[src/rtl/bitmask_scanner_pkg.sv]
// Shared types and constants for the bitmask scanner: FSM state enum, widths
// and the "empty mask" index value.
package bitmask_scanner_pkg;

  typedef enum logic {
    IDLE = 1'b0,
    SCAN = 1'b1
  } state_t;

  localparam int unsigned MASK_W = 32;
  localparam int unsigned IDX_W  = 6;

  localparam logic [IDX_W-1:0] IDX_NONE = '0;

endpackage

[src/rtl/bitmask_scanner_lsb_index.sv]
// Combinational lowest-set-bit finder: 1-based index of the lowest set bit,
// IDX_NONE when the input is all zeros.
module lsb_index
  import bitmask_scanner_pkg::*;
(
  input  logic [MASK_W-1:0] data,
  output logic [IDX_W-1:0]  idx
);

  logic found;

  always_comb begin
    idx   = IDX_NONE;
    found = 1'b0;
    for (int unsigned i = 0; i < MASK_W; i++) begin
      if (!found && data[i]) begin
        idx   = IDX_W'(i + 1);
        found = 1'b1;
      end
    end
  end

endmodule

[src/rtl/bitmask_scanner.sv]
// Streams the 1-based indices of the set bits of each accepted 32-bit mask,
// lowest first. Optional macro BITMASK_SCANNER_CNT_EN adds a popcount port.
module bitmask_scanner
  import bitmask_scanner_pkg::*;
(
  input  logic              clk,
  input  logic              reset,
  input  logic              in_valid,
  input  logic [MASK_W-1:0] in_data,
  output logic              in_ready,
  output logic              out_valid,
  output logic [IDX_W-1:0]  out_idx,
  output logic              out_last,
  input  logic              out_ready
`ifdef BITMASK_SCANNER_CNT_EN
  ,
  output logic [IDX_W-1:0]  total
`endif
);

  state_t            state, state_n;
  logic [MASK_W-1:0] mask, mask_n;
  logic              fire;
  logic              accept;

  // Output side depends only on registered state; out_ready only steers in_ready.
  assign out_valid = (state == SCAN);
  assign out_last  = ((mask & (mask - 32'd1)) == '0);
  assign fire      = out_valid && out_ready;
  assign in_ready  = (state == IDLE) || (fire && out_last);
  assign accept    = in_valid && in_ready;

  lsb_index u_lsb_index (
    .data (mask),
    .idx  (out_idx)
  );

  always_comb begin
    state_n = state;
    mask_n  = mask;
    if (accept) begin
      state_n = SCAN;
      mask_n  = in_data;
    end else if (fire) begin
      if (out_last) begin
        state_n = IDLE;
        mask_n  = '0;
      end else begin
        mask_n  = mask & (mask - 32'd1);
      end
    end
  end

  always_ff @(posedge clk) begin
    if (reset) begin
      state <= IDLE;
      mask  <= '0;
    end else begin
      state <= state_n;
      mask  <= mask_n;
    end
  end

`ifdef BITMASK_SCANNER_CNT_EN
  logic [IDX_W-1:0] pop;

  always_comb begin
    pop = '0;
    for (int unsigned i = 0; i < MASK_W; i++) begin
      pop = pop + IDX_W'(in_data[i]);
    end
  end

  always_ff @(posedge clk) begin
    if (reset) begin
      total <= '0;
    end else if (accept) begin
      total <= pop;
    end
  end
`endif

endmodule
[config.mk]
export PLATFORM = sky130hd
export DESIGN_NAME = bitmask_scanner
export DESIGN_NICKNAME = d
export VERILOG_FILES = /design/src/rtl/bitmask_scanner_pkg.sv /design/src/rtl/bitmask_scanner_lsb_index.sv /design/src/rtl/bitmask_scanner.sv
export SDC_FILE = /design/constraint.sdc
export NUM_CORES = 1
export LEC_CHECK = 0
export CORE_MARGIN = 4
export CORE_UTILIZATION = 56
export CTS_BUF_LIST = sky130_fd_sc_hd__clkbuf_8
export DETAILED_ROUTE_END_ITERATION = 8
export GPL_TIMING_DRIVEN = 1
export HOLD_SLACK_MARGIN = 0.15
export PLACE_DENSITY = 0.8
export SETUP_SLACK_MARGIN = 0.05
export SKIP_LAST_GASP = 1
export SLEW_MARGIN = 20
export SYNTH_ARGS = -nofsm -noshare
export SYNTH_HDL_FRONTEND = slang
export SYNTH_SLANG_ARGS = --single-unit
[constraint.sdc]
create_clock -name clk -period 3.3 [get_ports clk]
set_input_delay 0.33 -clock clk [delete_from_list [all_inputs] [get_ports clk]]
set_output_delay 0.33 -clock clk [all_outputs]
set_load 0.05 [all_outputs]
==> metrics.md <==
| Metric | Value |
|---|---|
| Outcome | `complete, no violations` |
| GPL Wtd Cong | `0.992` |
| Comb pwr share | `49.8%` |
| Setup TNS | `0 ps` |
| Clock power frac | `18.0%` |
| DIE WIDTH | `79.0 um` |
| ANT nets after route | `0` |
| Worst reg2reg path startpoint | `mask[3]$_SDFFE_PP0P_` |
| Synth-to-Final Area Change | `21.5%` |
| Dominant synthesized flop cell | `dfxtp_1` |
| Inserted Clock Buffers | `5` |
| Most frequent cells in the layout | `nor2_1, clkdlybuf4s50_1, dfxtp_1, nand2_1, o21ai_0` |
| Slew headroom | `48.9%` |
| Clk Latency, worst-skew pair | `290 ps` |
| Pre-CTS WS | `301 ps` |
| Seq/Total Area, Yosys | `23.4%` |
| CP endpoint kind | `output port` |
| # diodes | `0` |
| FMAX | `0.312 GHz` |
| Critical path arrival | `2870 ps` |
| Area of the core | `4820 um^2` |
| Pleak | `1.28 nW` |
| Root Buffer | `clkbuf_8` |
| Worst Hold Launch | `in_data[17]` |
| Number of flops mapped to enable cells by yosys | `0` |
| Final worst-path cycle share | `97.0%` |
| Worst hold path type | `in2reg` |
| GRT Util Overall | `29.8%` |
| Starting Density | `58.6%` |
| Int Power | `0.902 mW` |
| Reg2reg end | `mask[27]$_SDFFE_PP0P_` |
| Post-Route Utilization | `71.2%` |
| Hold WS | `600 ps` |
| Final hold vios | `0` |
| Antenna violations before repair | `0` |
| Max-cap violation count | `0` |
| Routed length per placed instance | `19.4 um` |
| Hold_buf cts | `0` |
| Switching pwr | `0.737 mW` |
| Postcts setup bufs | `0` |
| Crit path max fanout | `8` |
| Final wirelength | `9.34 mm` |
| HPWL Detailed | `6.73 mm` |
| Final WS setup | `98.1 ps` |
| Fillcell total | `428` |
| CTS max path bufs | `2` |
| Hold endpoint | `mask[17]$_SDFFE_PP0P_` |
| Final clock skew | `9.06 ps` |
| Resize count post-CTS | `2` |
| First-pass GRT wire length | `14.7 mm` |
| Die area | `6250 um^2` |
| Buffers on Ports | `44` |
| FF-to-FF path depth | `7` |
| CTS H-Tree Depth | `2` |
| Cells after Synth | `378` |
| Required time worst endpoint | `2970 ps` |
| Kind of critical path | `reg2out` |
| Syn nets | `414` |
| R2R Setup Slk | `410 ps` |
| Crit path time final | `3200 ps` |
| Die Ht | `79.0 um` |
| DRC | `0` |
| Vias | `3277` |
| Synthesized flop and latch total | `33` |
| WHS Path Cells | `3` |
| Peak supply drop | `0.281 mV` |
| Warnings from Yosys | `0` |
| Worst-Margin Slew | `763 ps` |
| Core Rows | `25` |
| RSZ-0062 raised after global routing | `yes` |
| Overflow after GRT | `0` |
| Asr flop ratio synth | `0%` |
| Layout cells sized above 1 | `15.7%` |
| CTS tree | `built` |
| Seq pwr share | `32.3%` |
| # clock sinks | `33` |
| Nets | `450` |
| 1st-iter DRT viols | `370` |
| Register area | `661 um^2` |
| Via/cell ratio | `6.80` |
| Mapped Area | `2830 um^2` |
| Commonest non-fill, non-tap cell in the layout | `nor2_1` |
| Pin count of the biggest net entering global routing | `18` |
| Top-Level Pins | `45` |
| Sw frac | `45.0%` |
| Netlist cell types | `66` |
| Clock-pin slew on the worst setup and hold paths | `70 ps` |
| Area of the multi-input gates | `1920 um^2` |
| Drt first pass iters | `5` |
| Vias in the first global route | `2908` |
| Synth Area per Inst | `7.47 um^2` |
| Critical Path Start Type | `flip-flop` |
| Cell Pwr Density | `478 nW/um^2` |
| Slew Limit Fails | `0` |
| Final setup vio count | `0` |
-- power by group through the flow --
stage	clock network (mW)	logic, mW	registers [mW]
detailed placement	0	0.784	0.528
global route	0.310	0.873	0.535
global placement	0	0.775	0.527
floorplan	0	0.584	0.482
CTS	0.293	0.794	0.520
finish	0.294	0.816	0.529
-- registers in the layout (all words and copies together), names as in the netlist --
register / cells
mask: 32
out_valid: 1
-- through the flow --
stage | std cells | total power [mW] | cell area [um^2]
after floorplan | 378 | 1.07 | 2830
final | 482 | 1.64 | 3430
after CTS | 482 | 1.61 | 3410
after global placement | 474 | 1.30 | 3310
after global routing | 482 | 1.72 | 3430
after detailed placement | 474 | 1.31 | 3310
-- Yosys cell counts, drive strengths merged (3+ instances only) --
| cell type | n | share of area [%] |
|---|---|---|
| nor3 | 20 | 4.3 |
| or4 | 5 | 1.5 |
| a41oi | 3 | 0.93 |
| buf | 15 | 4.3 |
| o21ai | 40 | 8.4 |
| o22ai | 3 | 0.66 |
| o211ai | 12 | 3.2 |
| nand2 | 28 | 3.7 |
| a21o | 5 | 1.3 |
| nand4 | 7 | 2.3 |
| nand3 | 4 | 0.71 |
| and3 | 9 | 2.0 |
| nor4 | 10 | 3.5 |
| o41ai | 3 | 0.93 |
| maj3 | 3 | 1.1 |
| a31oi | 10 | 2.2 |
| a21oi | 21 | 3.9 |
| nor2 | 38 | 5.1 |
| a2111oi | 5 | 2.4 |
| a22oi | 8 | 2.1 |
| clkbuf | 18 | 2.5 |
| inv | 25 | 3.3 |
| nand2b | 3 | 0.66 |
| or3 | 4 | 0.89 |
| dfxtp | 33 | 23 |
| a211oi | 16 | 4.3 |
-- worst max path at each step --
| stage | slack (ps) | end | from |
|---|---|---|---|
| final | 100 | out_idx[1] | mask[15]$_SDFFE_PP0P_ |
| after global routing | 20 | in_ready | mask[3]$_SDFFE_PP0P_ |
| after CTS | 60 | out_idx[1] | mask[7]$_SDFFE_PP0P_ |
| after detailed placement | 300 | out_idx[1] | mask[3]$_SDFFE_PP0P_ |
| after global placement | 350 | out_idx[1] | mask[15]$_SDFFE_PP0P_ |
| after floorplan | 250 | out_idx[1] | mask[19]$_SDFFE_PP0P_ |
-- metal layers --
layer  part of all wire, %  track usage (%)  wire length [um]  up-vias
met1                    42             41.8              3940     1492
met2                    45             46.5              4180      244
li1                      -                -                 -     1503
met5                     0                0                 0        -
met3                    10             4.42               980       38
met4                   2.6             10.3               239        0
-- cells by family (layout without fill, tap and decap cells) --
logic type	count (synthesis)	in the layout	share of synthesized area, %
AO/OA/AOI/OAI	150	150	39.1
adder cells (fa/ha/maj)	3	3	1.11
buffers and inverters	58	95	10.1
flip-flops	33	33	23.4
multiplexers	2	2	0.709
AND/OR/NAND/NOR	132	132	25.6
-- layout make-up --
type,count,area share (%)
Timing Repair Buffer,62,17.3
Clock inverter,3,0.328
Clock buffer,5,2.01
Tap cell,67,2.44
Multi-Input combinational cell,287,55.9
Inverter,25,2.77
Sequential cell,33,19.2
-- worst max-delay path, stage by stage, from the launching register on --
cell,delay [ps]
dfxtp_1,400
nor4_2,510
nand4_1,320
or3_4,470
or3_1,380
o2111ai_1,320
buf_12,180
Note: power is estimated with default switching activity, not from simulation.
